**src/rtl/sensor_scheduler.sv**
```systemverilog
// Shares the DHT11 interface between one-shot host commands and continuous temp/hum reads.
// Optional build macro SCHED_DROP_CONT_ON_ERROR_EN: error responses on continuous reads stop that read.
module sensor_scheduler #(
  parameter int GUARD_CYCLES   = 100_000_000,
  parameter int TIMEOUT_CYCLES = 50_000_000,
  parameter int RELEASE_CYCLES = 2
) (
  input  logic       i_Clock,
  input  logic       i_Rst,
  input  logic       i_cmd_valid,
  input  logic [7:0] i_cmd,
  output logic       o_cmd_ready,
  output logic       o_if_en,
  output logic [7:0] o_if_request,
  input  logic       i_if_done,
  input  logic [7:0] i_if_data,
  input  logic [5:0] i_if_comandos,
  output logic       o_resp_valid,
  output logic [7:0] o_resp_data,
  output logic [5:0] o_resp_comandos,
  output logic       o_resp_cont,
  output logic       o_busy,
  output logic       o_cont_temp,
  output logic       o_cont_hum
);
  localparam int MAX_GT  = (GUARD_CYCLES > TIMEOUT_CYCLES) ? GUARD_CYCLES : TIMEOUT_CYCLES;
  localparam int MAX_ALL = (MAX_GT > RELEASE_CYCLES) ? MAX_GT : RELEASE_CYCLES;
  localparam int CNT_W   = $clog2(MAX_ALL) + 1;
  localparam logic [CNT_W-1:0] GUARD_LAST   = CNT_W'(GUARD_CYCLES - 1);
  localparam logic [CNT_W-1:0] TIMEOUT_LAST = CNT_W'(TIMEOUT_CYCLES - 1);
  localparam logic [CNT_W-1:0] RELEASE_LAST = CNT_W'(RELEASE_CYCLES - 1);
  localparam logic [5:0] CMD_ERR = 6'b000001;

  typedef enum logic [2:0] {IDLE, ISSUE, WAIT_DONE, RELEASE, GUARD} state_t;

  state_t           state_reg, state_next;
  logic [CNT_W-1:0] cnt_reg, cnt_next;
  logic             pending_reg;
  logic [7:0]       pending_cmd_reg;
  logic [7:0]       req_reg;
  logic             rr_hum_reg, cur_cont_reg, cur_hum_reg;
  logic [7:0]       cap_data_reg;
  logic [5:0]       cap_cmd_reg;
  logic             resp_valid_reg, resp_cont_reg;
  logic [7:0]       resp_data_reg;
  logic [5:0]       resp_cmd_reg;
  logic [1:0]       cont_flags;

  logic       accept, cmd_known, bad_accept, pick_hum;
  logic       load_pending, load_cont, cap_done, cap_timeout, emit;
  logic [7:0] cmd_mapped;

  assign accept     = i_cmd_valid && !pending_reg;
  assign cmd_known  = (i_cmd >= 8'h31) && (i_cmd <= 8'h37);
  assign bad_accept = accept && !cmd_known;
  // Round-robin only matters when both flags are set; otherwise serve whichever is active.
  assign pick_hum   = cont_flags[1] && (!cont_flags[0] || rr_hum_reg);

  always_comb begin
    cmd_mapped = i_cmd;
    if (i_cmd == 8'h34) cmd_mapped = 8'h32;
    else if (i_cmd == 8'h35) cmd_mapped = 8'h33;
  end

  always_comb begin
    state_next   = state_reg;
    cnt_next     = cnt_reg;
    load_pending = 1'b0;
    load_cont    = 1'b0;
    cap_done     = 1'b0;
    cap_timeout  = 1'b0;
    emit         = 1'b0;
    case (state_reg)
      IDLE: begin
        if (pending_reg) begin
          load_pending = 1'b1;
          state_next   = ISSUE;
        end else if (|cont_flags) begin
          load_cont  = 1'b1;
          state_next = ISSUE;
        end
      end
      ISSUE: begin
        cnt_next   = '0;
        state_next = WAIT_DONE;
      end
      WAIT_DONE: begin
        if (i_if_done) begin
          cap_done   = 1'b1;
          cnt_next   = '0;
          state_next = RELEASE;
        end else if (cnt_reg == TIMEOUT_LAST) begin
          cap_timeout = 1'b1;
          cnt_next    = '0;
          state_next  = RELEASE;
        end else begin
          cnt_next = cnt_reg + 1'b1;
        end
      end
      RELEASE: begin
        // An unknown-command response owns the output this cycle; hold one more cycle.
        if (cnt_reg == RELEASE_LAST) begin
          if (!bad_accept) begin
            emit       = 1'b1;
            cnt_next   = '0;
            state_next = GUARD;
          end
        end else begin
          cnt_next = cnt_reg + 1'b1;
        end
      end
      GUARD: begin
        if (cnt_reg == GUARD_LAST) begin
          cnt_next   = '0;
          state_next = IDLE;
        end else begin
          cnt_next = cnt_reg + 1'b1;
        end
      end
      default: begin
        cnt_next   = '0;
        state_next = IDLE;
      end
    endcase
  end

  always_ff @(posedge i_Clock) begin
    if (i_Rst) begin
      state_reg       <= IDLE;
      cnt_reg         <= '0;
      pending_reg     <= 1'b0;
      pending_cmd_reg <= '0;
      req_reg         <= '0;
      rr_hum_reg      <= 1'b0;
      cur_cont_reg    <= 1'b0;
      cur_hum_reg     <= 1'b0;
      cap_data_reg    <= '0;
      cap_cmd_reg     <= '0;
      resp_valid_reg  <= 1'b0;
      resp_data_reg   <= '0;
      resp_cmd_reg    <= '0;
      resp_cont_reg   <= 1'b0;
    end else begin
      state_reg <= state_next;
      cnt_reg   <= cnt_next;
      if (accept && cmd_known) begin
        pending_reg     <= 1'b1;
        pending_cmd_reg <= cmd_mapped;
      end else if (load_pending) begin
        pending_reg <= 1'b0;
      end
      if (load_pending) begin
        req_reg      <= pending_cmd_reg;
        cur_cont_reg <= 1'b0;
      end else if (load_cont) begin
        req_reg      <= pick_hum ? 8'h33 : 8'h32;
        cur_cont_reg <= 1'b1;
        cur_hum_reg  <= pick_hum;
      end
      if (cap_done) begin
        cap_data_reg <= i_if_data;
        cap_cmd_reg  <= i_if_comandos;
      end else if (cap_timeout) begin
        cap_data_reg <= 8'h86;
        cap_cmd_reg  <= CMD_ERR;
      end
      resp_valid_reg <= 1'b0;
      if (bad_accept) begin
        resp_valid_reg <= 1'b1;
        resp_data_reg  <= 8'hFF;
        resp_cmd_reg   <= CMD_ERR;
        resp_cont_reg  <= 1'b0;
      end else if (emit) begin
        resp_valid_reg <= 1'b1;
        resp_data_reg  <= cap_data_reg;
        resp_cmd_reg   <= cap_cmd_reg;
        resp_cont_reg  <= cur_cont_reg;
        if (cur_cont_reg) rr_hum_reg <= !cur_hum_reg;
      end
    end
  end

  // Index 0 = temperature (set 0x34 / clear 0x36), index 1 = humidity (set 0x35 / clear 0x37).
  for (genvar gi = 0; gi < 2; gi++) begin : g_cont
    localparam logic [7:0] SET_CODE = 8'(8'h34 + gi);
    localparam logic [7:0] CLR_CODE = 8'(8'h36 + gi);
    logic flag_reg;
    always_ff @(posedge i_Clock) begin
      if (i_Rst) flag_reg <= 1'b0;
      else if (accept && i_cmd == SET_CODE) flag_reg <= 1'b1;
      else if (accept && i_cmd == CLR_CODE) flag_reg <= 1'b0;
`ifdef SCHED_DROP_CONT_ON_ERROR_EN
      else if (emit && cur_cont_reg && cur_hum_reg == 1'(gi) && cap_cmd_reg == CMD_ERR)
        flag_reg <= 1'b0;
`else
      else flag_reg <= flag_reg;
`endif
    end
    assign cont_flags[gi] = flag_reg;
  end

  assign o_cmd_ready     = !pending_reg;
  assign o_if_en         = (state_reg == WAIT_DONE);
  assign o_if_request    = req_reg;
  assign o_resp_valid    = resp_valid_reg;
  assign o_resp_data     = resp_data_reg;
  assign o_resp_comandos = resp_cmd_reg;
  assign o_resp_cont     = resp_cont_reg;
  assign o_busy          = (state_reg != IDLE);
  assign o_cont_temp     = cont_flags[0];
  assign o_cont_hum      = cont_flags[1];
endmodule

```
**config.mk**
```make
export PLATFORM = sky130hd
export DESIGN_NAME = sensor_scheduler
export DESIGN_NICKNAME = d
export VERILOG_FILES = /design/src/rtl/sensor_scheduler.sv
export SDC_FILE = /design/constraint.sdc
export NUM_CORES = 1
export LEC_CHECK = 0
export BUFFER_PORTS_ARGS = -buffer_cell sky130_fd_sc_hd__buf_4
export CORE_ASPECT_RATIO = 0.75
export CORE_MARGIN = 2
export CORE_UTILIZATION = 51
export DETAILED_ROUTE_END_ITERATION = 10
export PLACE_DENSITY = 0.82
export SYNTH_ARGS = -nofsm -noshare
export SYNTH_HDL_FRONTEND = slang
export SYNTH_SLANG_ARGS = --single-unit
```
**constraint.sdc**
```tcl
create_clock -name i_Clock -period 2.5 [get_ports i_Clock]
set_input_delay 0.125 -clock i_Clock [delete_from_list [all_inputs] [get_ports i_Clock]]
set_output_delay 0.125 -clock i_Clock [all_outputs]
set_load 0.02 [all_outputs]
```
==> summary.txt <==
Global routing
  – Antenna violations before repair: 0
  – Number of global-route vias before repair: 3,320
  – Pin count of the biggest net entering global routing: 51
  – GR Overflow Total: 0
  – Total GRT Usage: between 20 and 25%
  – Global-route wire length before repair: 15.5 mm

Worst setup path
  – R2r endpoint: cnt_reg[9]
  – Crit Path Class: flip-flop to flip-flop
  – Worst path bufs/invs: 1
  – Worst R2R Path Depth: 7
  – Reg2reg setup slack: about 0.084 ns
  – Biggest cell delay along the critical path: 0.55 ns
  – Top Family by Delay on Critical Path: simple AND/OR/NAND/NOR gates
  – Most used cell, CP: or4_4
  – CP arrival: approximately 2.7 ns
  – Worst-path fanout max: 22
  – Slowest CP cell: or4_4
  – Startpoint types: flip-flop
  – Critical Path RT: around 2.8 ns
  – R2R Path Start: cnt_reg[8]
  – Worst-path cell chain: or4_4, or4_4, nor3_4, o22ai_2, buf_12, o31ai_4, nor2_1
  – Element type at the critical path end: flip-flop

Finish
  – Layout cells sized above 1: 19.5%
  – Diodes inserted: 0
  – Final instance area: 4710 sq um
  – Most common cell after layout, fill and taps aside: dfxtp_1
  – Fillers: 600
  – Fin cells: 650
  – Multi-input logic area: 1970 sq um
  – Layout area overhead: 24.6%
  – Most frequent cells in the layout: dfxtp_1, buf_4, nand2_1
  – Max FFs per register: 28
  – FF/Latch Area: 1660 sq um
  – Net count reported at finish: 572

STA
  – Fin Clk Skew: 0.00795 ns
  – Final Max Slew Viols: 0
  – Hold Vio Cnt, Final: 0
  – Final setup fails: 0
  – RSZ-0062 raised after global routing: no
  – Slew HR: 54.4%
  – Tmin final: 2.42 ns
  – Period utilisation layout: 96.6%
  – Fmax: 414 MHz
  – Worst Max-Slew Pin Slew: 0.679 ns
  – Crit path setup slack, layout: 0.0843 ns

Die
  – Core box area: 7260 sq um
  – Initial Utilization: between 50% and 60%
  – Die area: just over 8000 sq um
  – Row count: 27
  – Die span in x: ~100 um
  – IO Pins: 55
  – Die Span Y: around 79 um

Hold path
  – Worst hold path endpoint: cap_data_reg[5]
  – Hold path depth: 3
  – Hold crit path type: input port to flip-flop
  – Hold Path Origin: i_if_data[5]

Synthesis
  – Post-Syn Nets: 495
  – Mapped cell area: between 3000 and 4000 sq um
  – Ys Warns: 0
  – Largest cells by area after synthesis: dfxtp_1, nand2_1, nor2_1
  – Seq cells post-synth: 83
  – Post-synthesis average cell area: ~8.1 sq um
  – Syn Inst Count: 467
  – Yosys cell types: 50
  – Cell taking the most area after synthesis: dfxtp_1
  – Area share of the largest cell type after synthesis: 43.9%
  – Register area share after synthesis: a little over two fifths

Clocking
  – Clock sink count: between 80 and 90
  – H-tree depth: 3
  – Clock Tree Buf Depth: 2
  – Root Buffer Master: clkbuf_8
  – TritonCTS clock tree: done
  – Worst-Skew Late Latency: ~0.37 ns
  – Clk pin slew, worst setup/hold paths: 0.08 ns
  – TritonCTS buffer count: 9

Detailed routing
  – DRC viols: 0
  – Post-DR vias/cell: 5.71
  – DR WL/cell: 15.1 um
  – Total Routed Length: about 9.8 mm
  – Drt first pass iters: 4
  – Vias after detailed routing: approximately 3,700
  – 1st-iter DRT viols: 260
  – Post-DRT Antenna Nets: 0

Placement
  – Placed Area: 4420 sq um
  – Post-DP HPWL: 6.77 mm
  – Port Buf Inserts: 54
  – Pre-CTS setup slack: -0.0261 ns
  – Final GP Congestion: 0.923
  – Placed Cells: between 600 and 700

Pwr
  – Pwr dens: 576 nW/um^2
  – Worst VDD drop: ~0.33 mV
  – Leakage power total: ~1.8 nW
  – Total Power: 2.71 mW

Outcome
  – Status: complete, no violations

Run
  – Max-cap violations: 0
-- how the worst max path moves through the flow --
stage | cells after the start | start | endpoint | slack, ns
2_1_floorplan | 7 | cnt_reg[8] | cnt_reg[25] | 0.05
3_3_place_gp | 7 | cnt_reg[8] | cnt_reg[26] | 0.03
3_5_place_dp | 7 | cnt_reg[8] | cnt_reg[10] | -0.03
4_1_cts | 7 | cnt_reg[8] | cnt_reg[10] | 0.005
5_1_grt | 9 | cnt_reg[0] | cnt_reg[11] | 0.01
6_report | 7 | cnt_reg[8] | cnt_reg[9] | 0.08
-- per-layer routing --
layer / vias to the layer above / wire, um / global-route usage (%)
li1: 1810 / - / -
met1: 1746 / 4490 / 33.8
met2: 137 / 4490 / 36.6
met3: 16 / 660 / 5.88
met4: 0 / 154 / 7.89
met5: - / 0 / 0
-- report_power, final --
part           leakage (nW)  switching [mW]  total (mW)  internal (mW)
sequential            0.672          0.0303        1.39           1.36
clock                0.0795           0.518       0.887          0.369
combinational          1.02           0.264       0.437          0.173
total                  1.77           0.812        2.71           1.90
-- kinds of logic (layout without fill, tap and decap cells) --
kind of cell / count (synthesis) / count (layout) / synth area share [%]
buffers and inverters: 39 / 121 / 4.50
AO/OA/AOI/OAI: 102 / 102 / 18.4
flip-flops: 83 / 83 / 43.9
AND/OR/NAND/NOR: 225 / 225 / 28.7
multiplexers: 2 / 2 / 0.529
XOR/XNOR: 14 / 14 / 3.24
adder cells (fa/ha/maj): 2 / 2 / 0.662
-- Yosys cell counts (all sizes together) --
cell type   n
dfxtp      83
nand2      70
nor2       64
a21oi      31
clkbuf     18
nor3       16
a22oi      15
inv        14
nand4      14
nand3      12
o22ai      12
and2       11
a31oi      10
and3       10
o21ai       8
xnor2       7
xor2        7
a211oi      6
buf         6
nor4        5
o31ai       5
or4         4
and4        3
nand2b      3
nor2b       3
o21bai      3
or3         3
a2111oi     2
a21o        2
a221oi      2
ha          2
mux2i       2
nand3b      2
o2bb2ai     2
a41oi       1
and2b       1
and3b       1
clkinv      1
nand4bb     1
nor3b       1
o21a        1
o221ai      1
o41ai       1
or2         1
-- what timing repair did --
item,in CTS,in global routing
endpoints found under the setup margin,7,10
resized for setup,3,0
hold buffers,8,0
setup buffers,0,2
pin swaps,2,3
hold endpoints to repair,8,0
-- area by class of cell --
class                           count  share of cell area [%]
Tap cell                          101                    2.68
Clock inverter                      6                    1.04
Inverter                           15                    1.19
Clock buffer                       10                    2.71
Multi-Input combinational cell    345                    41.7
Sequential cell                    83                    35.3
Timing Repair Buffer               90                    15.4
-- through the flow --
step	util, %	setup TNS [ns]	hold WS, ns
5_1_grt	64.9	0	0.0176
2_1_floorplan	-	0	0.215
3_5_place_dp	60.9	-0.108	0.352
3_3_place_gp	60.9	0	0.344
4_1_cts	64.7	0	0.00701
6_report	64.9	0	0.0123
-- worst register-to-register path: cells and delay by family (launching register included) --
| kind | cells | cell delay [ns] |
|---|---|---|
| AOI/OAI and AO/OA | 2 | 0.46 |
| buffers and inverters | 1 | 0.17 |
| DFF | 1 | 0.32 |
| and+or+nand+nor | 4 | 1.35 |
(Power assumes the default switching activity.)
